`config.mk`:
```
export PLATFORM = sky130hd
export DESIGN_NAME = mm_tile_ctrl
export DESIGN_NICKNAME = d
export VERILOG_FILES = /design/src/rtl/mm_tile_ctrl.sv
export SDC_FILE = /design/constraint.sdc
export NUM_CORES = 1
export LEC_CHECK = 0
export ABC_CLOCK_PERIOD_IN_PS = 5700
export CAP_MARGIN = 20
export CORE_ASPECT_RATIO = 0.5
export CORE_MARGIN = 2
export CORE_UTILIZATION = 54
export CTS_CLUSTER_SIZE = 40
export DETAILED_ROUTE_END_ITERATION = 6
export HOLD_SLACK_MARGIN = 0.06
export PLACE_DENSITY = 0.85
export SETUP_SLACK_MARGIN = 0.3
export SKIP_CTS_REPAIR_TIMING = 1
export SLEW_MARGIN = 0
export SYNTH_ARGS = -nofsm -noshare
export SYNTH_HDL_FRONTEND = slang
export SYNTH_SLANG_ARGS = --single-unit
```
`constraint.sdc`:
```
create_clock -name i_clk -period 5.7 [get_ports i_clk]
set_input_delay 1.14 -clock i_clk [delete_from_list [all_inputs] [get_ports i_clk]]
set_output_delay 1.14 -clock i_clk [all_outputs]
set_load 0.01 [all_outputs]
```
`src/rtl/mm_tile_ctrl.sv`:
```
// mm_tile_ctrl: matrix-multiply sequencer for the MAC array.
// Walks the output matrix tile by tile and drives A/B buffer read addresses plus
// accumulator write/clear control. INT8/INT4 run a MAX pass followed by a CALC
// pass; INT4_VSQ runs a single CALC pass.
// Optional feature: define MM_PPU_BP_EN to enable PPU back-pressure, which holds
// o_ppu_valid until accepted and parks the FSM in WAIT_PPU between tiles.

module mm_tile_ctrl #(
  parameter int AD     = 8,
  parameter int DIM_W  = 8,
  parameter int ADDR_W = 16
) (
  input  logic                  i_clk,
  input  logic                  i_rst_n,
  input  logic                  i_start,
  input  logic [1:0]            i_mode,
  input  logic [DIM_W-1:0]      i_m_tiles,
  input  logic [DIM_W-1:0]      i_n_tiles,
  input  logic [DIM_W-1:0]      i_k_steps,
  input  logic                  i_stall,
  input  logic                  i_abort,
  input  logic                  i_ppu_ready,
  output logic [ADDR_W-1:0]     o_a_addr,
  output logic [ADDR_W-1:0]     o_b_addr,
  output logic                  o_acc_we,
  output logic                  o_acc_clr,
  output logic [$clog2(AD)-1:0] o_acc_addr,
  output logic                  o_max_pass,
  output logic                  o_ppu_valid,
  output logic                  o_tile_done,
  output logic                  o_mtrx_done,
  output logic                  o_err,
  output logic                  o_busy,
  output logic [1:0]            o_mode
);

  localparam int               ACC_W   = $clog2(AD);
  localparam logic [ACC_W-1:0] B_LAST  = ACC_W'(AD - 1);
  localparam logic [ACC_W-1:0] B_ONE   = ACC_W'(1);
  localparam logic [DIM_W-1:0] DIM_ONE = DIM_W'(1);
  localparam logic [1:0]       MODE_VSQ = 2'd2;
  localparam logic [1:0]       MODE_RSV = 2'd3;

  typedef enum logic [1:0] {
    ST_IDLE     = 2'd0,
    ST_MAX      = 2'd1,
    ST_CALC     = 2'd2,
    ST_WAIT_PPU = 2'd3
  } state_t;

  state_t state_q, state_d;

  logic [1:0]       mode_q, mode_d;
  logic [DIM_W-1:0] m_q, m_d;
  logic [DIM_W-1:0] n_q, n_d;
  logic [DIM_W-1:0] k_q, k_d;

  logic [ACC_W-1:0] b_cnt, b_d, b_nx;
  logic [DIM_W-1:0] a_cnt, a_d, a_nx;
  logic [DIM_W-1:0] col_cnt, col_d, col_nx;
  logic [DIM_W-1:0] row_cnt, row_d, row_nx;

  logic b_last, a_last, col_last, row_last;
  logic tile_end, last_tile;
  logic start_ok, beat, abort_act, ppu_block;

  logic tile_done_q, tile_done_d;
  logic mtrx_done_q, mtrx_done_d;
  logic err_q, err_d;
  logic ppu_valid_q, ppu_valid_d;

  logic [ADDR_W-1:0] n_span;

  // A start is only meaningful with a non-empty matrix and a defined mode
  assign start_ok = (i_m_tiles != '0) && (i_n_tiles != '0) &&
                    (i_k_steps != '0) && (i_mode != MODE_RSV);

  // Wrap detection and the counter values one beat ahead, b fastest
  always_comb begin
    b_last    = (b_cnt == B_LAST);
    a_last    = (a_cnt == k_q - DIM_ONE);
    col_last  = (col_cnt == n_q - DIM_ONE);
    row_last  = (row_cnt == m_q - DIM_ONE);
    tile_end  = b_last && a_last;
    last_tile = col_last && row_last;

    b_nx   = b_last ? '0 : b_cnt + B_ONE;
    a_nx   = a_cnt;
    col_nx = col_cnt;
    row_nx = row_cnt;
    if (b_last) begin
      a_nx = a_last ? '0 : a_cnt + DIM_ONE;
    end
    if (tile_end) begin
      col_nx = col_last ? '0 : col_cnt + DIM_ONE;
    end
    if (tile_end && col_last) begin
      row_nx = row_last ? '0 : row_cnt + DIM_ONE;
    end
  end

`ifdef MM_PPU_BP_EN
  // A new CALC tile may not start while the previous one is still unaccepted
  always_comb begin
    ppu_block = ppu_valid_q && !i_ppu_ready && (b_cnt == '0) && (a_cnt == '0);
  end
`else
  logic unused_ppu_ready;
  assign unused_ppu_ready = i_ppu_ready;
  assign ppu_block        = 1'b0;
`endif

  // Next state, counter advance and completion pulses
  always_comb begin
    state_d     = state_q;
    mode_d      = mode_q;
    m_d         = m_q;
    n_d         = n_q;
    k_d         = k_q;
    b_d         = b_cnt;
    a_d         = a_cnt;
    col_d       = col_cnt;
    row_d       = row_cnt;
    beat        = 1'b0;
    abort_act   = 1'b0;
    tile_done_d = 1'b0;
    mtrx_done_d = 1'b0;
    err_d       = 1'b0;

    case (state_q)
      ST_IDLE: begin
        if (i_start) begin
          if (start_ok) begin
            mode_d  = i_mode;
            m_d     = i_m_tiles;
            n_d     = i_n_tiles;
            k_d     = i_k_steps;
            b_d     = '0;
            a_d     = '0;
            col_d   = '0;
            row_d   = '0;
            state_d = (i_mode == MODE_VSQ) ? ST_CALC : ST_MAX;
          end else begin
            err_d = 1'b1;
          end
        end
      end
      ST_MAX, ST_CALC: begin
        if (i_abort) begin
          abort_act = 1'b1;
        end else if (!i_stall) begin
          if ((state_q == ST_CALC) && ppu_block) begin
            state_d = ST_WAIT_PPU;
          end else begin
            beat  = 1'b1;
            b_d   = b_nx;
            a_d   = a_nx;
            col_d = col_nx;
            row_d = row_nx;
            if (state_q == ST_CALC && tile_end) begin
              tile_done_d = 1'b1;
            end
            if (tile_end && last_tile) begin
              if (state_q == ST_MAX) begin
                state_d = ST_CALC;
              end else begin
                mtrx_done_d = 1'b1;
                state_d     = ST_IDLE;
              end
            end
          end
        end
      end
      ST_WAIT_PPU: begin
        if (i_abort) begin
          abort_act = 1'b1;
        end else if (!i_stall && (!ppu_valid_q || i_ppu_ready)) begin
          state_d = ST_CALC;
        end
      end
      default: begin
        state_d = ST_IDLE;
      end
    endcase

    if (abort_act) begin
      state_d = ST_IDLE;
      b_d     = '0;
      a_d     = '0;
      col_d   = '0;
      row_d   = '0;
    end
  end

  // PPU valid: held until accepted with back-pressure, else mirrors tile_done
  always_comb begin
`ifdef MM_PPU_BP_EN
    ppu_valid_d = ppu_valid_q;
    if (abort_act) begin
      ppu_valid_d = 1'b0;
    end else if (tile_done_d) begin
      ppu_valid_d = 1'b1;
    end else if (i_ppu_ready) begin
      ppu_valid_d = 1'b0;
    end
`else
    ppu_valid_d = tile_done_d;
`endif
  end

  // FSM state register
  always_ff @(posedge i_clk or negedge i_rst_n) begin
    if (!i_rst_n) begin
      state_q <= ST_IDLE;
    end else begin
      state_q <= state_d;
    end
  end

  // Latched configuration, sweep counters and registered status pulses
  always_ff @(posedge i_clk or negedge i_rst_n) begin
    if (!i_rst_n) begin
      mode_q      <= '0;
      m_q         <= '0;
      n_q         <= '0;
      k_q         <= '0;
      b_cnt       <= '0;
      a_cnt       <= '0;
      col_cnt     <= '0;
      row_cnt     <= '0;
      tile_done_q <= 1'b0;
      mtrx_done_q <= 1'b0;
      err_q       <= 1'b0;
      ppu_valid_q <= 1'b0;
    end else begin
      mode_q      <= mode_d;
      m_q         <= m_d;
      n_q         <= n_d;
      k_q         <= k_d;
      b_cnt       <= b_d;
      a_cnt       <= a_d;
      col_cnt     <= col_d;
      row_cnt     <= row_d;
      tile_done_q <= tile_done_d;
      mtrx_done_q <= mtrx_done_d;
      err_q       <= err_d;
      ppu_valid_q <= ppu_valid_d;
    end
  end

  // Buffer addresses straight from the counters, wrapping modulo 2^ADDR_W
  always_comb begin
    n_span   = ADDR_W'(n_q) * ADDR_W'(AD);
    o_a_addr = ADDR_W'(a_cnt) + ADDR_W'(row_cnt) * ADDR_W'(k_q);
    o_b_addr = ADDR_W'(b_cnt) + ADDR_W'(a_cnt) * n_span +
               ADDR_W'(col_cnt) * ADDR_W'(AD);
  end

  assign o_acc_we    = beat;
  assign o_acc_clr   = ((state_q == ST_MAX) || (state_q == ST_CALC)) && (a_cnt == '0);
  assign o_acc_addr  = b_cnt;
  assign o_max_pass  = (state_q == ST_MAX);
  assign o_ppu_valid = ppu_valid_q;
  assign o_tile_done = tile_done_q;
  assign o_mtrx_done = mtrx_done_q;
  assign o_err       = err_q;
  assign o_busy      = (state_q != ST_IDLE);
  assign o_mode      = mode_q;

endmodule

```
; ---- Yosys cells after proc, flatten, opt, wreduce, memory -nomap -nowiden
; Index checks and enable logic that the tools add are counted.
[word_totals]
out_inout_bits = 45
regBits = 58
[op_classes]
reduce_logical = 29
eq_ne = 19
n_mul = 2
n_mux = 55
n_addsub = 10
[ops]
columns = op, count
row1 = 2-to-1 mux 8 bit, 17
row2 = case mux 8 bit (2 select lines), 3
row3 = inequality test 3 bit (second input constant), 10
row4 = adder 8 x 1 -> 8 bit (second input constant), 3
row5 = equality test 8 bit, 3
row6 = nonzero test 8 bit, 3
row7 = subtractor 8 x 1 -> 8 bit (second input constant), 3
row8 = 2-to-1 mux 2 bit, 10
row9 = 2-to-1 mux 3 bit, 6
row10 = AND reduction 6 bit, 3
row11 = 2-to-1 mux 1 bit, 17
row12 = adder 16 x 11 -> 16 bit, 1
row13 = adder 3 x 16 -> 16 bit, 1
row14 = adder 8 x 16 -> 16 bit, 1
row15 = multiplier 8 x 8 -> 16 bit, 1
row16 = multiplier 8 x 8 -> 13 bit, 1
row17 = logical AND 1 bit, 10
row18 = zero test 8 bit, 1
row19 = AND reduction 7 bit, 1
row20 = equality test 2 bit (second input constant), 3
row21 = case mux 2 bit (3 select lines), 1
row22 = case mux 3 bit (2 select lines), 1
row23 = AND reduction 5 bit, 1
row24 = adder 3 x 1 -> 3 bit (second input constant), 1
row25 = other kinds (11), 13

; ---- Depth between registers and ports, before layout
[depth]
word_depth = 9
ltp_mapped = 19
depth_no_buf = 18

; ---- Worst setup path after synthesis
; Ideal clock, no wire load.
[synth_path]
kind = register -> output
from = register n_q[2]
to = output o_b_addr[15]
arrival_ns = 4.697
required_ns = 4.560
path_slack_ns = -0.137
path_stages_with_launch = 20
n_path_buf = 1
cell_sequence = dfrtp_1 -> clkbuf_1 -> nand2_1 -> fa_1 -> inv_1 -> fa_1 -> inv_1 -> fa_1 -> fa_1 -> inv_1 -> ha_1 -> a211oi_1 -> a21oi_1 -> ha_1 -> or2_2 -> a21oi_1 -> a21oi_1 -> and3_1 -> and3_1 -> xnor3_1
[synth_between]
elab_chain_cells = 3
[synth_lines]
columns = element, line_no
row1 = start: declaration, 55  ; logic [DIM_W-1:0] n_q, n_d;
row2 = start signal: assignment, 238  ; n_q <= n_d;
row3 = multiplier 8 x 8 -> 13 bit, 255  ; o_b_addr = ADDR_W'(b_cnt) + ADDR_W'(a_cnt) * n_span +
row4 = adder 3 x 16 -> 16 bit, 255
row5 = adder 16 x 11 -> 16 bit, 255
row6 = end: declaration, 24  ; output logic [ADDR_W-1:0] o_b_addr,
; Every way passes these cells.

; ---- Worst setup path in the final report
[layout_path]
from = register a_cnt[4]
to = output o_a_addr[14]
[layout_between]
elab_chain_cells = 1
[layout_lines]
columns = element, line_no
row1 = start: declaration, 59  ; logic [DIM_W-1:0] a_cnt, a_d, a_nx;
row2 = start signal: assignment, 228  ; a_cnt <= '0;
row3 = start signal: assignment, 241  ; a_cnt <= a_d;
row4 = adder 8 x 16 -> 16 bit, 254  ; o_a_addr = ADDR_W'(a_cnt) + ADDR_W'(row_cnt) * ADDR_W'(k_q);
row5 = end: declaration, 23  ; output logic [ADDR_W-1:0] o_a_addr,
; Every way passes these cells.

==> results by group <==
Status
  • Status: finished with violations
  • Failing checks: setup timing

Worst setup path
  • Worst Path Max Fanout: 4
  • CP max stage delay: around 0.52 ns
  • Crit path required time: about 4.6 ns
  • R2R setup slack: approximately 2.5 ns
  • Crit Path Category: reg -> out
  • Crit. End Element: output port
  • Reg-to-Reg End: row_cnt[0]
  • Slowest stage cell on the critical path: fa_1
  • Crit-path cells: buf_4, inv_4, fa_1, fa_1, inv_1, ha_1, inv_1, fa_1, inv_1, ha_1, a21o_1, a21oi_4, o21ai_2, a31o_4, a41o_1, o41ai_2, xnor2_1, buf_2
  • Crit path from: a_cnt[4]
  • Worst Path Arrival: approximately 4.7 ns
  • Worst Setup EP: o_a_addr[14]
  • Worst Setup Start Kind: flip-flop
  • Worst r2r path cells: 11
  • R2r startpoint: k_q[1]

Cells and area
  • Post-layout util: between 70% and 80%
  • Synthesis-to-finish area growth: 32.6%
  • Antenna diode count: 0
  • Nets: ~1,300
  • Area occupied by multi-input gates: approximately 0.0065 mm2
  • Register area: ~0.0015 mm2
  • Finished layout cell area: 0.0110 mm2
  • Fill count: about 950
  • Layout cells sized above 1: a little under a third

Logic synthesis
  • Top FF cell, synth: dfrtp_1
  • Synthesis warning total: 0
  • Post-synth design cell area: 0.00827 mm2
  • Post-synth EDFFs: 0
  • Seq/Total Area, Yosys: around 18%
  • Mapped Cells: 927
  • #FFs+latches synth: 58
  • Syn_nets: between 1,000 and 1,500
  • Yosys cell types: between 70 and 80
  • Avg Cell Area, Syn: slightly below 9 um2
  • Asr flop ratio synth: between 90% and 100%

Clock tree
  • CTS tree: done
  • Clock buffer depth: 2
  • Clk sinks: 58
  • Root Driver: clkbuf_16
  • CTS buffer count: 9
  • Clk_lat worst skew: roughly 0.34 ns
  • H-Tree Depth: 3
  • Clock-pin slew on the worst setup and hold paths: about 0.05 ns

Detailed routing
  • Routed Antenna Nets: 0
  • 1st-pass router iterations: 5
  • Vias: roughly 7,500
  • Via/cell ratio: ~5.7
  • Post-Route WL: roughly 23,000 um
  • Initial DRC count: between 500 and 600
  • # DRC: 0
  • WL per Instance: around 18 um

Pwr
  • Sequential power share: 15.9%
  • Clk pwr share: approximately a tenth
  • Tot Pwr: around 5 mW
  • Static leakage: approximately 5.4 nW
  • Pwr dens: between 400 and 500 mW/mm2
  • Switching Share: between 40% and 50%
  • Peak supply drop: between 0.2 and 0.25 mV
  • Switching power: ~2.3 mW
  • Int Pwr: approximately 2.7 mW
  • Comb pwr share: between 70% and 80%

Global routing
  • GRT Overall Usage: 26.1%
  • Largest net degree at the start of global routing: ~60
  • Initial antenna violation count: 1
  • Remaining global-route overflow: 0
  • Vias in the first global route: roughly 7,300
  • First-pass GRT wire length: ~34,000 um

Timing
  • RSZ-0062 raised after global routing: true
  • Maximum clock rate: ~170 MHz
  • Worst slew margin: between 40% and 50%
  • Worst setup margin: -0.179 ns
  • Part of the cycle the worst path needs: 103%
  • Final setup fails: 5
  • Final min period: between 5 and 6 ns
  • Clk_skew: between 0.006 and 0.007 ns
  • Final-report max-slew violation count: 0
  • Worst-Margin Slew: approximately 0.78 ns
  • Hold Fails Final Rpt: 0

Die
  • Die area: roughly 0.016 mm2
  • Core area: 0.0147 mm2
  • Die span in y: between 90 and 100 um
  • Rows: 31
  • I/O pins: 77
  • Die X: between 150 and 200 um
  • Initial Util: between 50% and 60%

Placed design
  • Area of placed instances: around 0.010 mm2
  • Hpwl dp: between 15,000 and 20,000 um
  • Routability congestion estimate: about 0.94
  • Buffers added on ports: 76

Min path
  • HP Class: reg -> reg

Job
  • Number of max-cap violations: 0
final cells by class:
cell class,count,area share [%]
timing repair buffer,221,16.8
clock buffer,14,2.50
tap,198,2.26
multi-input combinational,673,59.4
sequential,58,13.5
inverter,155,5.48
clock inverter,2,0.0913
layer usage:
layer,GRT usage (%),part of all wire [%],up-vias
met5,0,0,-
met1,33.4,40,3736
li1,-,-,3401
met3,4.36,6.0,82
met2,46.1,51,314
met4,6.37,3.3,0
worst max-delay path, delay by kind of cell, from the launching register on:
kind	cells	cell delay [ns]
XOR/XNOR	1	0.15
buffers and inverters	6	0.55
AO/OA/AOI/OAI	6	1.22
adder cells (fa/ha/maj)	5	2.05
flip-flops	1	0.44
Yosys cell counts, types with 4 or more instances:
library cell  instances  area share (%)
o21ai_0              12            0.73
dfrtp_1              58              18
a211o_1               4            0.42
o2bb2ai_1             8            0.85
or2_2                 5            0.38
xor2_1               20             2.1
nand4_1               5            0.38
o21ai_1               4            0.24
and3_1                8            0.61
o211ai_1              4            0.36
buf_4                 7            0.64
or3_1                 7            0.53
nor2_1               77             3.5
nand3_1              13            0.79
nand2_1              67             3.0
o31ai_1               4            0.36
mux2_2               26             3.5
a2111oi_2             4            0.73
buf_1                 4            0.18
inv_1               151             6.9
mux2i_1               6            0.73
nor3_1               14            0.85
clkbuf_1             23             1.0
nor2b_1               5            0.38
and2_1               63             4.8
a22o_1                4            0.42
a21o_1               10            0.91
o21a_1                5            0.45
nand2b_1              5            0.38
a21oi_1              19             1.2
a211oi_1              7            0.64
buf_2                 7            0.42
xnor2_1              40             4.2
fa_1                 79              19
a31oi_1               4            0.30
nor4_1               11            0.83
ha_1                 82              12
flip-flops by register name (all words and copies together), names as in the netlist:
| signal | flops |
|---|---|
| n_q | 8 |
| o_mtrx_done | 1 |
| state_q | 2 |
| row_cnt | 8 |
| col_cnt | 8 |
| o_ppu_valid | 1 |
| k_q | 8 |
| o_acc_addr | 3 |
| o_err | 1 |
| m_q | 8 |
| a_cnt | 8 |
| o_mode | 2 |
power by group through the flow:
stage                     clock (mW)  combinational, mW  sequential (mW)
after global routing           0.535               3.94            0.794
after global placement             0               3.11            0.750
final                          0.516               3.63            0.781
after floorplan                    0               2.09            0.681
after detailed placement           0               3.23            0.756
after CTS                      0.510               3.27            0.756
per-stage QoR:
stage               TNS (ns)  setup slack, ns  instances  hold WS [ns]
finish                -0.502           -0.179       1321         0.522
global route           -1.61           -0.324       1321         0.540
CTS                    -7.37           -0.742       1294         0.514
detailed placement     -2.04           -0.336       1278         0.501
global placement       -1.34           -0.256       1278         0.479
floorplan                  0            0.300        927         0.500
how the worst min path moves through the flow:
stage,from,depth (start not counted),endpoint,slack [ns]
finish,o_mode[1],1,o_mode[1],0.52
global route,m_q[7],1,m_q[7],0.54
CTS,o_mode[1],1,o_mode[1],0.51
detailed placement,o_mode[0],2,o_mode[0],0.50
global placement,o_mode[0],2,o_mode[0],0.48
floorplan,m_q[7],1,m_q[7],0.50
logic make-up after synthesis:
group | after synthesis | share of synthesized area (%)
buffers and inverters | 196 | 9.32
AO/OA/AOI/OAI | 117 | 11.1
flip-flops | 58 | 17.6
XOR/XNOR | 63 | 7.02
multiplexers | 33 | 4.45
AND/OR/NAND/NOR | 299 | 19.0
adder cells (fa/ha/maj) | 161 | 31.5
placed cells by master (no fill, tap or decap), drive strengths merged, types with 15 or more instances in the layout:
cell type,Yosys,layout
nor2,79,79
mux2,27,27
dfrtp,58,58
nand2,67,67
ha,82,82
clkdlybuf4s50,0,56
inv,153,150
xor2,22,22
nor3,15,15
buf,18,159
clkbuf,23,15
fa,79,79
and2,63,63
a21oi,20,20
xnor2,40,40
o21ai,16,16
Note: power is estimated with default switching activity, not from simulation.
